**src/rtl/instruction_fetch_if.sv**
```systemverilog
// Fetch-side bus: the control inputs, the instruction memory port and the decode-facing stream.
interface instruction_fetch_if #(
  parameter int unsigned ADDR_WIDTH = 8,
  parameter int unsigned DATA_WIDTH = 32
);
  logic                  start;
  logic [ADDR_WIDTH-1:0] start_pc;
  logic                  stall;
  logic                  redirect_valid;
  logic [ADDR_WIDTH-1:0] redirect_pc;
  logic [ADDR_WIDTH-1:0] imem_addr;
  logic [DATA_WIDTH-1:0] imem_data;
  logic                  inst_valid;
  logic [DATA_WIDTH-1:0] inst_out;
  logic [ADDR_WIDTH-1:0] inst_pc;
  logic [31:0]           fetch_count;
  logic                  halted;

  // Fetch unit side
  modport master (
    input  start, start_pc, stall, redirect_valid, redirect_pc, imem_data,
    output imem_addr, inst_valid, inst_out, inst_pc, fetch_count, halted
  );

  // Control / memory / decode side
  modport slave (
    output start, start_pc, stall, redirect_valid, redirect_pc, imem_data,
    input  imem_addr, inst_valid, inst_out, inst_pc, fetch_count, halted
  );
endinterface

```
**src/rtl/instruction_fetch.sv**
```systemverilog
// Instruction fetch sequencer: owns the PC, hides the one-cycle memory read
// latency by tagging the word in flight, and supports stall, redirect and halt.
module instruction_fetch #(
  parameter int unsigned           ADDR_WIDTH = 8,
  parameter int unsigned           DATA_WIDTH = 32,
  parameter logic [DATA_WIDTH-1:0] HALT_WORD  = '1
) (
  input logic                 clock,
  input logic                 reset,
  instruction_fetch_if.master bus
);

  typedef enum logic [1:0] {
    IDLE   = 2'd0,
    RUN    = 2'd1,
    HALTED = 2'd2
  } state_t;

  state_t                state;
  logic [ADDR_WIDTH-1:0] pc;
  logic [ADDR_WIDTH-1:0] tag_pc;
  logic                  tag_valid;
  logic [31:0]           fetch_count;
  logic                  halted;

  logic                  running;
  logic                  inst_valid;

  assign running    = (state == RUN);
  // A redirect kills the word currently presented in the same cycle.
  assign inst_valid = tag_valid & running & ~bus.redirect_valid;

  assign bus.inst_valid  = inst_valid;
  assign bus.inst_out    = bus.imem_data;
  assign bus.inst_pc     = tag_pc;
  assign bus.fetch_count = fetch_count;
  assign bus.halted      = halted;

  // Memory address: stall re-reads the presented word so imem_data stays stable.
  always_comb begin
    bus.imem_addr = pc;
    if (!running)
      bus.imem_addr = bus.start_pc;
    else if (bus.redirect_valid)
      bus.imem_addr = bus.redirect_pc;
    else if (bus.stall)
      bus.imem_addr = tag_pc;
  end

  // Sequencer state, PC, tag and consumed-instruction counter.
  always_ff @(posedge clock or posedge reset) begin
    if (reset) begin
      state       <= IDLE;
      pc          <= '0;
      tag_pc      <= '0;
      tag_valid   <= 1'b0;
      fetch_count <= '0;
      halted      <= 1'b0;
    end else begin
      case (state)
        IDLE, HALTED: begin
          if (bus.start) begin
            tag_pc    <= bus.start_pc;
            tag_valid <= 1'b1;
            pc        <= bus.start_pc + ADDR_WIDTH'(1);
            state     <= RUN;
            halted    <= 1'b0;
          end
        end
        RUN: begin
          if (bus.redirect_valid) begin
            tag_pc    <= bus.redirect_pc;
            tag_valid <= 1'b1;
            pc        <= bus.redirect_pc + ADDR_WIDTH'(1);
          end else if (!bus.stall && tag_valid) begin
            fetch_count <= fetch_count + 32'd1;
            if (bus.imem_data == HALT_WORD) begin
              state     <= HALTED;
              tag_valid <= 1'b0;
              halted    <= 1'b1;
            end else begin
              tag_pc <= pc;
              pc     <= pc + ADDR_WIDTH'(1);
            end
          end
        end
        default: begin
          state     <= IDLE;
          tag_valid <= 1'b0;
        end
      endcase
    end
  end

endmodule

```
**src/flat_wrapper.sv**
```systemverilog
// flat-port wrapper written by rule: the top's interface ports become plain ports
module instruction_fetch_flat 
#(
  parameter int unsigned           ADDR_WIDTH = 8,
  parameter int unsigned           DATA_WIDTH = 32,
  parameter logic [DATA_WIDTH-1:0] HALT_WORD  = '1
)
  (clock, reset, bus_start, bus_start_pc, bus_stall, bus_redirect_valid, bus_redirect_pc, bus_imem_data, bus_imem_addr, bus_inst_valid, bus_inst_out, bus_inst_pc, bus_fetch_count, bus_halted);
  instruction_fetch_if #(.ADDR_WIDTH(ADDR_WIDTH), .DATA_WIDTH(DATA_WIDTH)) bus_i ();
  input logic clock;
  input logic reset;
  input wire logic [$bits(bus_i.start)-1:0] bus_start;
  input wire logic [$bits(bus_i.start_pc)-1:0] bus_start_pc;
  input wire logic [$bits(bus_i.stall)-1:0] bus_stall;
  input wire logic [$bits(bus_i.redirect_valid)-1:0] bus_redirect_valid;
  input wire logic [$bits(bus_i.redirect_pc)-1:0] bus_redirect_pc;
  input wire logic [$bits(bus_i.imem_data)-1:0] bus_imem_data;
  output wire logic [$bits(bus_i.imem_addr)-1:0] bus_imem_addr;
  output wire logic [$bits(bus_i.inst_valid)-1:0] bus_inst_valid;
  output wire logic [$bits(bus_i.inst_out)-1:0] bus_inst_out;
  output wire logic [$bits(bus_i.inst_pc)-1:0] bus_inst_pc;
  output wire logic [$bits(bus_i.fetch_count)-1:0] bus_fetch_count;
  output wire logic [$bits(bus_i.halted)-1:0] bus_halted;
  assign bus_i.start = bus_start;
  assign bus_i.start_pc = bus_start_pc;
  assign bus_i.stall = bus_stall;
  assign bus_i.redirect_valid = bus_redirect_valid;
  assign bus_i.redirect_pc = bus_redirect_pc;
  assign bus_i.imem_data = bus_imem_data;
  assign bus_imem_addr = bus_i.imem_addr;
  assign bus_inst_valid = bus_i.inst_valid;
  assign bus_inst_out = bus_i.inst_out;
  assign bus_inst_pc = bus_i.inst_pc;
  assign bus_fetch_count = bus_i.fetch_count;
  assign bus_halted = bus_i.halted;
  instruction_fetch #(.ADDR_WIDTH(ADDR_WIDTH), .DATA_WIDTH(DATA_WIDTH), .HALT_WORD(HALT_WORD)) u_core (.clock(clock), .reset(reset), .bus(bus_i));
endmodule
```
**config.mk**
```make
export PLATFORM = sky130hd
export DESIGN_NAME = instruction_fetch_flat
export DESIGN_NICKNAME = d
export VERILOG_FILES = /design/src/rtl/instruction_fetch_if.sv /design/src/rtl/instruction_fetch.sv /design/src/flat_wrapper.sv
export SDC_FILE = /design/constraint.sdc
export NUM_CORES = 1
export LEC_CHECK = 0
export ABC_AREA = 0
export BUFFER_PORTS_ARGS = -buffer_cell sky130_fd_sc_hd__buf_2
export CAP_MARGIN = 0
export CORE_MARGIN = 1
export CORE_UTILIZATION = 48
export CTS_CLUSTER_SIZE = 24
export DETAILED_ROUTE_END_ITERATION = 10
export PLACE_DENSITY = 0.92
export SYNTH_ARGS = -nofsm -noshare
export SYNTH_HDL_FRONTEND = slang
export SYNTH_SLANG_ARGS = --single-unit
```
**constraint.sdc**
```tcl
create_clock -name clock -period 2.6 [get_ports clock]
set_input_delay 0.26 -clock clock [delete_from_list [all_inputs] [get_ports clock]]
set_output_delay 0.26 -clock clock [all_outputs]
set_load 0.1 [all_outputs]
```
==> results.env, run 1 <==
CRIT_FANOUT=7
CLKSLEWWORSTSETUPHOLDPATHS_NS=0.11
LEAKAGEPOWER_nW=1.90
GRT_START_MAX_NET_PINS=45
TRITONCTS='yes'
CHIPHEIGHT_MICRONS=81.7
CLK-INSERTION-DELAY-LATE_NS=0.31
PLACE_CONGESTION=0.842
SYNTH.TOP_CELLS.BY_AREA='sky130_fd_sc_hd__dfrtp_1, sky130_fd_sc_hd__buf_4, sky130_fd_sc_hd__xor2_1'
SYNTH_EDF_COUNT=0
CELLINTERNALPOWER_W=0.00144
POST-PLACE-CELLS=497
TRANSITION_AT_THE_PIN_WITH_THE_SMALLEST_MAX_TRANSITION_SLACK_NS=0.933
FINAL_HOLD_VIOL_COUNT=0
TIMING.SETUP.TNS_NS=0
HTREEDEPTH=2
POST_SYNTH_MOST_FREQUENT_CELLS='sky130_fd_sc_hd__dfrtp_1, sky130_fd_sc_hd__nand2_1, sky130_fd_sc_hd__buf_4'
YOSYSMOSTFREQUENTCELL='sky130_fd_sc_hd__dfrtp_1'
CRIT_PATH_END_KIND='register'
SYN_AVG_CELL_AREA_SQ_UM=9.33
FINAL-SEQ-AREA_SQ_MM=0.00131
FLOP_PWR_SHARE_PCT=34.9
PEAKVDDDROP_mV=0.722
TIMING.FINAL.CRIT_SHARE_PCT=89.5
TIMING.CLOCK.SKEW_NS=0.0145
ANTENNA_CELLS=0
WIRE_PER_INST_MICRONS=14.9
ACHIEVABLE-FREQUENCY_GHz=0.430
ROWS=28
YOSYS_WARNINGS=0
YS_SEQ_ELEMENTS=52
AVGVIACOUNTPERCELL=5.31
GRT_PASS1_VIAS=2559
YS_SEQ_AREA_SHARE_PCT=42.6
STARTPOINT_TYPES='register'
SETUP_REPAIR_AFTER_GLOBAL_ROUTING_MISSED_ITS_MARGIN='no'
GRT_ANTENNA_BEFORE_REPAIR=0
IO_BUFFER_COUNT=134
FIRSTDRTPASSITERS=4
PART_OF_THE_TOTAL_POWER_DISSIPATED_IN_COMBINATIONAL_LOGIC_PCT=44.9
YS_ASYNC_SR_FRACTION_PCT=100
CTS_ROOT_BUF='sky130_fd_sc_hd__clkbuf_8'
POWER-PER-CELL-AREA_mW_PER_MM2=778
CTS.PATH.MAX_BUFFERS=2
DRV_SLEW=0
SHARE_CLK_OF_TOTAL_POWER_PCT=20.2
DIE_WIDTH_MICRONS=81.7
GRT_PASS1_WL_MICRONS=12200
SIGNED_AREA_CHANGE_FROM_THE_SYNTHESIZED_NETLIST_TO_THE_FINAL_LAYOUT_PCT=21.3
DRT_WL_TOTAL_MICRONS=7550
ANT_NETS=0
DRTITER0DRC=103
POST_CTS_RESIZE_COUNT=0
I_O_PINS=135
CLOCK-SINKS=52
YOSYS.CELL_TYPES.COUNT=40
POST-ROUTE-DRC-COUNT=0
POWER.SHARE.SWITCHING_PCT=50.0
DR_TOTAL_VIAS=2682
MAPPEDNETLISTNETS=382
ARRIVAL_NS=2.56
HOLD_PATH_CLASS='input pin to async pin'
TIMING.FINAL.CRIT_PERIOD_NS=2.33
FLOORPLAN.DIE_AREA_SQ_MM=0.00668
DRIVE_ABOVE_1_SHARE_PCT=40.0
MULTI_INPUT_LOGIC_AREA_SQ_MM=0.00146
NNETSFINAL=484
CAP_VIOL_MAX_COUNT=0
SLEW_HEADROOM_PCT=37.7
REMAINING_OVERFLOW_GRT=0
SETUP_VIOL=0
SYNTHDOMINANTCELLAREASHARE_PCT=42.6
GRT.TOTAL_USAGE_PCT=23.9
HOLDBUFCOUNTCTS=0
INITIAL_CORE_UTILIZATION_PCT=50.6
NUMCTSBUFFERS=5
FINALNONFILLERCELLS=505
SYNTH_LARGEST_AREA_CELL='sky130_fd_sc_hd__dfrtp_1'
HPWL_MICRONS=5680
SWITCHING_POWER_W=0.00144
POSTCTSSETUPBUFFERS=0
RUN_STATUS='finished, final reports clean'
YOSYS_MOST_USED_DFF='sky130_fd_sc_hd__dfrtp_1'
SETUP.WORST_PATH.CLASS='register to register'
DESIGN.CORE.AREA_SQ_MM=0.00603
SYN_AREA_SQ_MM=0.00305
FILLER_CELL_COUNT=516
CRITICAL_PATH_REQUIRED_NS=2.84
POST_SYNTH_INST_COUNT=327
==> cells by family after synthesis <==
logic type	count (synthesis)	share of synthesized area [%]
XOR/XNOR	34	9.76
multiplexers	23	8.04
adder cells (fa/ha/maj)	2	0.820
AO/OA/AOI/OAI	42	8.08
AND/OR/NAND/NOR	123	20.0
flip-flops	52	42.6
buffers and inverters	51	10.6
==> per-layer routing <==
layer	up-vias	GRT usage, %	wire (microns)
met5	-	0	0
met3	11	4.22	414
met2	102	42.0	3770
met4	0	7.02	123
li1	1319	-	-
met1	1250	29.7	3240
==> through the flow <==
step	hold slack [ns]	worst slack [ns]	total power [W]	instance area [sq um]	utilization, %
2_1_floorplan	0.428	0.143	0.00210	3090	-
3_3_place_gp	0.463	0.389	0.00228	3590	59.5
3_5_place_dp	0.472	0.307	0.00231	3590	59.5
4_1_cts	0.171	0.285	0.00290	3700	61.4
5_1_grt	0.230	0.0431	0.00299	3700	61.4
6_report	0.134	0.274	0.00288	3700	61.4
==> final timing paths <==
path / startpoint / to / slack (ns) / cells past startpoint
worst max-delay path: u_core.state[1] / u_core.pc[6] / 0.27 / 5
worst min-delay path: reset / u_core.bus.fetch_count[31] / 0.13 / 2
worst max register to register: u_core.state[1] / u_core.pc[6] / 0.27 / 5
worst min register to register: u_core.bus.fetch_count[13] / u_core.bus.fetch_count[13] / 0.49 / 1
max in group asynchronous: reset / u_core.bus.fetch_count[16] / 1.82 / 3
min in group clock: bus_start / u_core.state[1] / 0.27 / 4
==> power by group through the flow <==
stage          clock network, W  registers, W  logic [W]
6_report               0.000582       0.00101    0.00129
5_1_grt                0.000623       0.00102    0.00135
4_1_cts                0.000594       0.00100    0.00130
3_5_place_dp                  0       0.00102    0.00130
3_3_place_gp                  0       0.00101    0.00127
2_1_floorplan                 0       0.00147   0.000633
==> final cells by class <==
| cell class | instances | share of cell area (%) |
|---|---|---|
| multi-input cells | 224 | 39.3 |
| flip-flops and latches | 52 | 35.3 |
| repair buffers | 138 | 18.9 |
| clock buffers | 5 | 1.86 |
| clock inverters | 3 | 1.25 |
| inverters | 8 | 0.811 |
| well taps | 75 | 2.53 |
==> state kept, by name, summed over array words and instances (netlist names) <==
signal	cells
u_core.bus.inst_pc	8
u_core.pc	8
u_core.bus.fetch_count	32
u_core.tag_valid	1
u_core.bus.halted	1
u_core.state	2
==> cells in the final DEF, fill, tap and decap left out, types with 2 or more instances in the layout <==
master / n
sky130_fd_sc_hd__and4_1: 2
sky130_fd_sc_hd__dfrtp_1: 48
sky130_fd_sc_hd__ha_1: 2
sky130_fd_sc_hd__nand4_1: 15
sky130_fd_sc_hd__nor3_1: 12
sky130_fd_sc_hd__dfrtp_2: 4
sky130_fd_sc_hd__clkbuf_8: 5
sky130_fd_sc_hd__and3_1: 3
sky130_fd_sc_hd__nand2b_1: 2
sky130_fd_sc_hd__buf_4: 4
sky130_fd_sc_hd__buf_2: 134
sky130_fd_sc_hd__nand3_1: 10
sky130_fd_sc_hd__o21ai_2: 8
sky130_fd_sc_hd__o21a_1: 3
sky130_fd_sc_hd__nor4_1: 7
sky130_fd_sc_hd__a31oi_1: 2
sky130_fd_sc_hd__mux2_2: 9
sky130_fd_sc_hd__nand2_1: 39
sky130_fd_sc_hd__and2_1: 5
sky130_fd_sc_hd__inv_1: 7
sky130_fd_sc_hd__o21ai_0: 12
sky130_fd_sc_hd__nor2_1: 20
sky130_fd_sc_hd__a21oi_1: 9
sky130_fd_sc_hd__xnor2_1: 16
sky130_fd_sc_hd__xor2_1: 18
sky130_fd_sc_hd__nor3b_1: 2
sky130_fd_sc_hd__a31o_2: 2
sky130_fd_sc_hd__mux2i_1: 13
==> worst max-delay path: stages (launching register included) <==
cell and delay (ns):
sky130_fd_sc_hd__dfrtp_1 0.43, sky130_fd_sc_hd__and2b_1 0.47, sky130_fd_sc_hd__mux2i_1 0.26, sky130_fd_sc_hd__or4_1 0.57
sky130_fd_sc_hd__or3_1 0.36, sky130_fd_sc_hd__a31oi_1 0.16
(Power assumes the default switching activity.)
==> inputs of run 2 (changes only) <==
Settings changed: REMOVE_ABC_BUFFERS set to 1.
==> run 2 against run 1 <==
Effect of this change:
- critical path depth down 2
- maximum frequency fell by 2.4%
- non-clock buffer count is 1 higher
- highest routed layer unchanged
==> results.env, run 2 (synthesis results as in run 1) <==
POWER.SHARE.SWITCHING_PCT=51.5  # was 50.0%
REMAINING_OVERFLOW_GRT=0  # unchanged
POST-PLACE-CELLS=498  # was 497
PART_OF_THE_TOTAL_POWER_DISSIPATED_IN_COMBINATIONAL_LOGIC_PCT=46.8  # was 44.9%
STARTPOINT_TYPES='register'  # unchanged
PEAKVDDDROP_mV=0.646  # was 0.722 mV
NUMCTSBUFFERS=5  # unchanged
MOSTFREQUENTLAYOUTCELLS='sky130_fd_sc_hd__buf_2, sky130_fd_sc_hd__dfrtp_1, sky130_fd_sc_hd__nand2_1, sky130_fd_sc_hd__nor2_1, sky130_fd_sc_hd__o21ai_0'  # was sky130_fd_sc_hd__buf_2, sky130_fd_sc_hd__dfrtp_1, sky130_fd_sc_hd__nand2_1, sky130_fd_sc_hd__nor2_1, sky130_fd_sc_hd__xor2_1
CLK-INSERTION-DELAY-LATE_NS=0.31  # about the same
DRIVE_ABOVE_1_SHARE_PCT=37.1  # was 40.0%
ANTENNA_CELLS=0  # unchanged
GRT_PASS1_WL_MICRONS=11600  # was 12200 microns
CRIT_PATH_END_KIND='primary output'  # was register
HOLD_PATH_CLASS='input pin to async pin'  # unchanged
FLOP_PWR_SHARE_PCT=36.3  # was 34.9%
FINALNONFILLERCELLS=506  # was 505
POWER-PER-CELL-AREA_mW_PER_MM2=754  # was 778 mW/mm^2
FILLER_CELL_COUNT=519  # was 516
SHARE_CLK_OF_TOTAL_POWER_PCT=16.9  # was 20.2%
TRANSITION_AT_THE_PIN_WITH_THE_SMALLEST_MAX_TRANSITION_SLACK_NS=0.714  # was 0.933 ns
CTS_ROOT_BUF='sky130_fd_sc_hd__clkbuf_8'  # unchanged
CP-STARTPOINT='u_core.state[1]'  # unchanged
SWITCHING_POWER_W=0.00142  # was 0.00144 W
FINAL_HOLD_VIOL_COUNT=0  # unchanged
INITIAL_CORE_UTILIZATION_PCT=50.6  # unchanged
TIMING.FINAL.CRIT_SHARE_PCT=91.6  # was 89.5%
TOTAL_POWER_CONSUMPTION_W=0.00275  # was 0.00288 W
I_O_PINS=135  # unchanged
CRIT_SLOWEST_CELL='sky130_fd_sc_hd__nand2b_1'  # was sky130_fd_sc_hd__or4_1
TOP_REGISTER='u_core.bus.fetch_count'  # unchanged
SETUP_VIOL=0  # unchanged
AVGVIACOUNTPERCELL=5.33  # was 5.31
SIGNED_AREA_CHANGE_FROM_THE_SYNTHESIZED_NETLIST_TO_THE_FINAL_LAYOUT_PCT=19.6  # was 21.3%
IO_BUFFER_COUNT=134  # unchanged
CTS.PATH.MAX_BUFFERS=2  # unchanged
SETUP_REPAIR_AFTER_GLOBAL_ROUTING_MISSED_ITS_MARGIN='no'  # unchanged
CRIT_PATH_MAX_INCR_DELAY_NS=0.49  # was 0.57 ns
CRIT_PATH_CELL_CHAIN='nand2b_1 > o21ai_0 > buf_2'  # was and2b_1 > mux2i_1 > or4_1 > or3_1 > a31oi_1
CELLINTERNALPOWER_W=0.00134  # was 0.00144 W
DRV_SLEW=0  # unchanged
CHIPHEIGHT_MICRONS=81.7  # unchanged
DRT_WL_TOTAL_MICRONS=7130  # was 7550 microns
TRITONCTS='yes'  # unchanged
HPWL_MICRONS=5630  # was 5680 microns
SLEW_HEADROOM_PCT=52.4  # was 37.7%
TIMING.CLOCK.SKEW_NS=0.00591  # was 0.0145 ns
GRT_START_MAX_NET_PINS=33  # was 45
DRTITER0DRC=103  # unchanged
POST_CTS_RESIZE_COUNT=0  # unchanged
TIMING.FINAL.CRIT_PERIOD_NS=2.38  # was 2.33 ns
LEAKAGEPOWER_nW=1.88  # was 1.90 nW
NNETSFINAL=485  # was 484
LARGEST_REGISTER_FF_COUNT=32  # unchanged
WIRE_PER_INST_MICRONS=14.1  # was 14.9 microns
TIMING.SETUP.TNS_NS=0  # unchanged
POSTCTSSETUPBUFFERS=0  # unchanged
HTREEDEPTH=2  # unchanged
FINAL_COMMON_CELL='sky130_fd_sc_hd__buf_2'  # unchanged
POST-ROUTE-DRC-COUNT=0  # unchanged
ANT_NETS=0  # unchanged
HOLDBUFCOUNTCTS=0  # unchanged
MULTI_INPUT_LOGIC_AREA_SQ_MM=0.00143  # was 0.00146 sq mm
FIRSTDRTPASSITERS=4  # unchanged
CRIT_FANOUT=21  # was 7
ROWS=28  # unchanged
WORST_R2R_STARTPOINT='u_core.state[1]'  # unchanged
FLOORPLAN.DIE_AREA_SQ_MM=0.00668  # unchanged
DR_TOTAL_VIAS=2696  # was 2682
CLKSLEWWORSTSETUPHOLDPATHS_NS=0.10  # was 0.11 ns
CAP_VIOL_MAX_COUNT=0  # unchanged
CLOCK-SINKS=52  # unchanged
GRT_ANTENNA_BEFORE_REPAIR=0  # unchanged
DIE_WIDTH_MICRONS=81.7  # unchanged
ARRIVAL_NS=2.12  # was 2.56 ns
R2R_CELLS=5  # unchanged
ACHIEVABLE-FREQUENCY_GHz=0.420  # was 0.430 GHz
PLACE_CONGESTION=0.816  # was 0.842
SETUP.WORST_PATH.CLASS='register to primary output'  # was register to register
DESIGN.CORE.AREA_SQ_MM=0.00603  # unchanged
GRT.TOTAL_USAGE_PCT=22.4  # was 23.9%
RUN_STATUS='finished, final reports clean'  # unchanged
GRT_PASS1_VIAS=2512  # was 2559
CRITICAL_PATH_REQUIRED_NS=2.34  # was 2.84 ns
FINAL-SEQ-AREA_SQ_MM=0.00130  # was 0.00131 sq mm
run 2: cell types whose count changed in the layout (fill, tap and decap cells not counted), moves of 4 or more:
cell                      previous run  this run
sky130_fd_sc_hd__dfrtp_2             4         0
sky130_fd_sc_hd__o21ai_0            12        20
sky130_fd_sc_hd__o21ai_2             8         0
sky130_fd_sc_hd__dfrtp_1            48        52
run 2: layout make-up:
| class | count | area share, % |
|---|---|---|
| flip-flops and latches | 52 | 35.7 |
| inverters | 8 | 0.823 |
| well taps | 75 | 2.57 |
| clock inverters | 2 | 0.446 |
| multi-input cells | 224 | 39.1 |
| repair buffers | 139 | 19.4 |
| clock buffers | 6 | 1.99 |
run 2: per-stage QoR:
step,hold slack [ns],instance area [sq um],util [%],setup WS (ns)
4_1_cts,0.0488,3650,60.5,0.193
5_1_grt,0.0906,3650,60.5,0.0637
2_1_floorplan,0.359,2760,-,-0.997
6_report,0.0237,3650,60.5,0.217
3_3_place_gp,0.386,3560,59.1,0.418
3_5_place_dp,0.390,3560,59.1,0.327
run 2: critical path, delay by kind of cell, from the launching register on:
family,cells,cell delay [ns]
AOI/OAI and AO/OA,1,0.41
and+or+nand+nor,1,0.49
buffers and inverters,1,0.49
DFF,1,0.43
run 2: power groups by stage:
stage          logic, W  clock network, W  registers, W
6_report        0.00129          0.000466      0.000998
5_1_grt         0.00135          0.000511       0.00101
4_1_cts         0.00129          0.000474      0.000997
3_5_place_dp    0.00129                 0       0.00101
3_3_place_gp    0.00127                 0       0.00101
2_1_floorplan  0.000380                 0       0.00147
run 2: final timing paths:
kind / end / slack (ns)
min in group clock: u_core.state[1] / 0.25
worst min-delay path: u_core.bus.fetch_count[18] / 0.02
worst max-delay path: bus_imem_addr[3] / 0.22
worst min register to register: u_core.bus.fetch_count[31] / 0.48
worst max register to register: u_core.pc[6] / 0.30
max in group asynchronous: u_core.pc[5] / 1.97
run 2: per-layer routing:
layer  routed length (microns)  global-route usage, %  part of all wire (%)  vias up
met5                         0                      0                     0        -
met4                       100                   7.19                   1.4        0
met3                       440                   4.11                   6.2        9
met2                      3430                   37.8                    48       90
met1                      3160                   28.7                    44     1280
li1                          -                      -                     -     1317
==> inputs of run 3 (changes only) <==
Settings changed: RECOVER_POWER set to 25, SETUP_SLACK_MARGIN set to 0.3.
==> run 3 against run 2 <==
Effect of this change:
- cell area grew 1.0%
- maximum frequency increased by 12%
- count of clock-buffer cells in the layout stayed put
- critical path type is now register to register
==> results.env, run 3 (synthesis results as in run 1) <==
RUN_STATUS='finished, final reports clean'  # unchanged
CLKSLEWWORSTSETUPHOLDPATHS_NS=0.09  # was 0.10 ns
CLK-INSERTION-DELAY-LATE_NS=0.31  # about the same
HOLD_PATH_CLASS='input pin to async pin'  # unchanged
I_O_PINS=135  # unchanged
LARGEST_REGISTER_FF_COUNT=32  # unchanged
CLOCK-SINKS=52  # unchanged
TOP_REGISTER='u_core.bus.fetch_count'  # unchanged
FLOORPLAN.DIE_AREA_SQ_MM=0.00668  # unchanged
CRITPATHBUFINV=0  # was 1
INITIAL_CORE_UTILIZATION_PCT=50.6  # unchanged
ACHIEVABLE-FREQUENCY_GHz=0.469  # was 0.420 GHz
PEAKVDDDROP_mV=0.649  # was 0.646 mV
CHIPHEIGHT_MICRONS=81.7  # unchanged
TIMING.FINAL.CRIT_PERIOD_NS=2.13  # was 2.38 ns
DRT_WL_TOTAL_MICRONS=7160  # was 7130 microns
CRIT_SLOWEST_CELL='sky130_fd_sc_hd__or4_1'  # was sky130_fd_sc_hd__nand2b_1
SLEW_HEADROOM_PCT=23.6  # was 52.4%
ARRIVAL_NS=2.36  # was 2.12 ns
SETUP_REPAIR_AFTER_GLOBAL_ROUTING_MISSED_ITS_MARGIN='no'  # unchanged
GRT_START_MAX_NET_PINS=33  # unchanged
DRV_SLEW=0  # unchanged
GRT_ANTENNA_BEFORE_REPAIR=0  # unchanged
GRT.TOTAL_USAGE_PCT=22.4  # unchanged
WIRE_PER_INST_MICRONS=14.1  # about the same
SETUP.WORST_PATH.CLASS='register to register'  # was register to primary output
POST-ROUTE-DRC-COUNT=0  # unchanged
LEAKAGEPOWER_nW=1.89  # was 1.88 nW
DRIVE_ABOVE_1_SHARE_PCT=37.8  # was 37.1%
CRIT_PATH_MAX_INCR_DELAY_NS=0.56  # was 0.49 ns
HTREEDEPTH=2  # unchanged
CRIT_FANOUT=7  # was 21
TRITONCTS='yes'  # unchanged
NNETSFINAL=488  # was 485
MOSTFREQUENTLAYOUTCELLS='sky130_fd_sc_hd__buf_2, sky130_fd_sc_hd__dfrtp_1, sky130_fd_sc_hd__nand2_1, sky130_fd_sc_hd__nor2_1, sky130_fd_sc_hd__o21ai_0'  # unchanged
GRT_PASS1_VIAS=2512  # unchanged
ANT_NETS=0  # unchanged
REMAINING_OVERFLOW_GRT=0  # unchanged
CRIT_PATH_END_KIND='register'  # was primary output
ANTENNA_CELLS=0  # unchanged
FINAL_CELL_AREA_SQ_MM=0.00369  # was 0.00365 sq mm
DRTITER0DRC=93  # was 103
TRANSITION_AT_THE_PIN_WITH_THE_SMALLEST_MAX_TRANSITION_SLACK_NS=1.14  # was 0.714 ns
FINISH.UTILIZATION_PCT=61.2  # was 60.5%
SIGNED_AREA_CHANGE_FROM_THE_SYNTHESIZED_NETLIST_TO_THE_FINAL_LAYOUT_PCT=20.8  # was 19.6%
CTS_ROOT_BUF='sky130_fd_sc_hd__clkbuf_8'  # unchanged
CRIT_PATH_CELL_CHAIN='and2b_4 > mux2i_1 > or4_1 > or3_1 > a31oi_1'  # was nand2b_1 > o21ai_0 > buf_2
FINAL_COMMON_CELL='sky130_fd_sc_hd__buf_2'  # unchanged
FINAL_HOLD_VIOL_COUNT=0  # unchanged
HPWL_MICRONS=5630  # unchanged
AVGVIACOUNTPERCELL=5.32  # was 5.33
CTS.PATH.MAX_BUFFERS=2  # unchanged
FILLER_CELL_COUNT=510  # was 519
DESIGN.CORE.AREA_SQ_MM=0.00603  # unchanged
NUMCTSBUFFERS=5  # unchanged
TIMING.FINAL.CRIT_SHARE_PCT=82.0  # was 91.6%
STARTPOINT_TYPES='register'  # unchanged
POWER-PER-CELL-AREA_mW_PER_MM2=746  # was 754 mW/mm^2
CRIT_FAMILY='simple AND/OR/NAND/NOR gates'  # unchanged
IO_BUFFER_COUNT=134  # unchanged
CAP_VIOL_MAX_COUNT=0  # unchanged
SETUP_VIOL=0  # unchanged
PLACE_CONGESTION=0.816  # unchanged
ROWS=28  # unchanged
GRT_PASS1_WL_MICRONS=11600  # unchanged
CRITICAL_PATH_REQUIRED_NS=2.83  # was 2.34 ns
DR_TOTAL_VIAS=2706  # was 2696
TIMING.CLOCK.SKEW_NS=0.00413  # was 0.00591 ns
FIRSTDRTPASSITERS=4  # unchanged
FINALHOLDWORSTSLACK_NS=0.233  # was 0.0237 ns
DIE_WIDTH_MICRONS=81.7  # unchanged
PLACEDINSTANCEAREA_SQ_MM=0.00356  # unchanged
[run 3: final timing paths]
check | to | cells after the start | slack (ns) | startpoint
max | u_core.pc[6] | 5 | 0.47 | u_core.state[1]
min | u_core.bus.fetch_count[15] | 2 | 0.23 | reset
max reg2reg | u_core.pc[6] | 5 | 0.47 | u_core.state[1]
min reg2reg | u_core.bus.fetch_count[31] | 1 | 0.47 | u_core.bus.fetch_count[31]
max in group asynchronous | u_core.bus.fetch_count[2] | 3 | 1.29 | reset
min in group clock | u_core.state[1] | 4 | 0.24 | bus_start
[run 3: what timing repair did]
item | in CTS | in global routing
hold buffers | 0 | 0
setup buffers | 0 | 3
endpoints found under the setup margin | 4 | 12
pin swaps | 0 | 2
resized for setup | 4 | 3
cloned | 0 | 0
[run 3: per-layer routing]
| metal | wire length [microns] | part of all wire (%) | track usage [%] | vias to the layer above |
|---|---|---|---|---|
| li1 | - | - | - | 1320 |
| met1 | 3200 | 45 | 28.7 | 1295 |
| met2 | 3470 | 49 | 37.8 | 79 |
| met3 | 376 | 5.3 | 4.11 | 12 |
| met4 | 112 | 1.6 | 7.19 | 0 |
| met5 | 0 | 0 | 0 | - |
[run 3: final cells by class]
cell class | instances | area (sq um) | area share [%]
multi-input combinational | 224 | 1440 | 39.2
clock inverter | 2 | 16.3 | 0.441
inverter | 8 | 30.0 | 0.815
sequential | 52 | 1300 | 35.3
clock buffer | 6 | 72.6 | 1.97
tap | 75 | 93.8 | 2.55
timing repair buffer | 142 | 728 | 19.8
[run 3: power by group]
group / internal, W / switching (W)
logic: 0.000242 / 0.00105
registers: 0.000902 / 0.0000953
clock network: 0.000192 / 0.000274
[run 3: metrics by stage]
stage / setup WS, ns / total power [W] / TNS [ns] / cells
3_3_place_gp: 0.418 / 0.00228 / 0 / 498
6_report: 0.469 / 0.00275 / 0 / 509
2_1_floorplan: -0.997 / 0.00185 / -8.48 / 284
4_1_cts: 0.397 / 0.00276 / 0 / 506
3_5_place_dp: 0.327 / 0.00230 / 0 / 498
5_1_grt: 0.330 / 0.00288 / 0 / 509
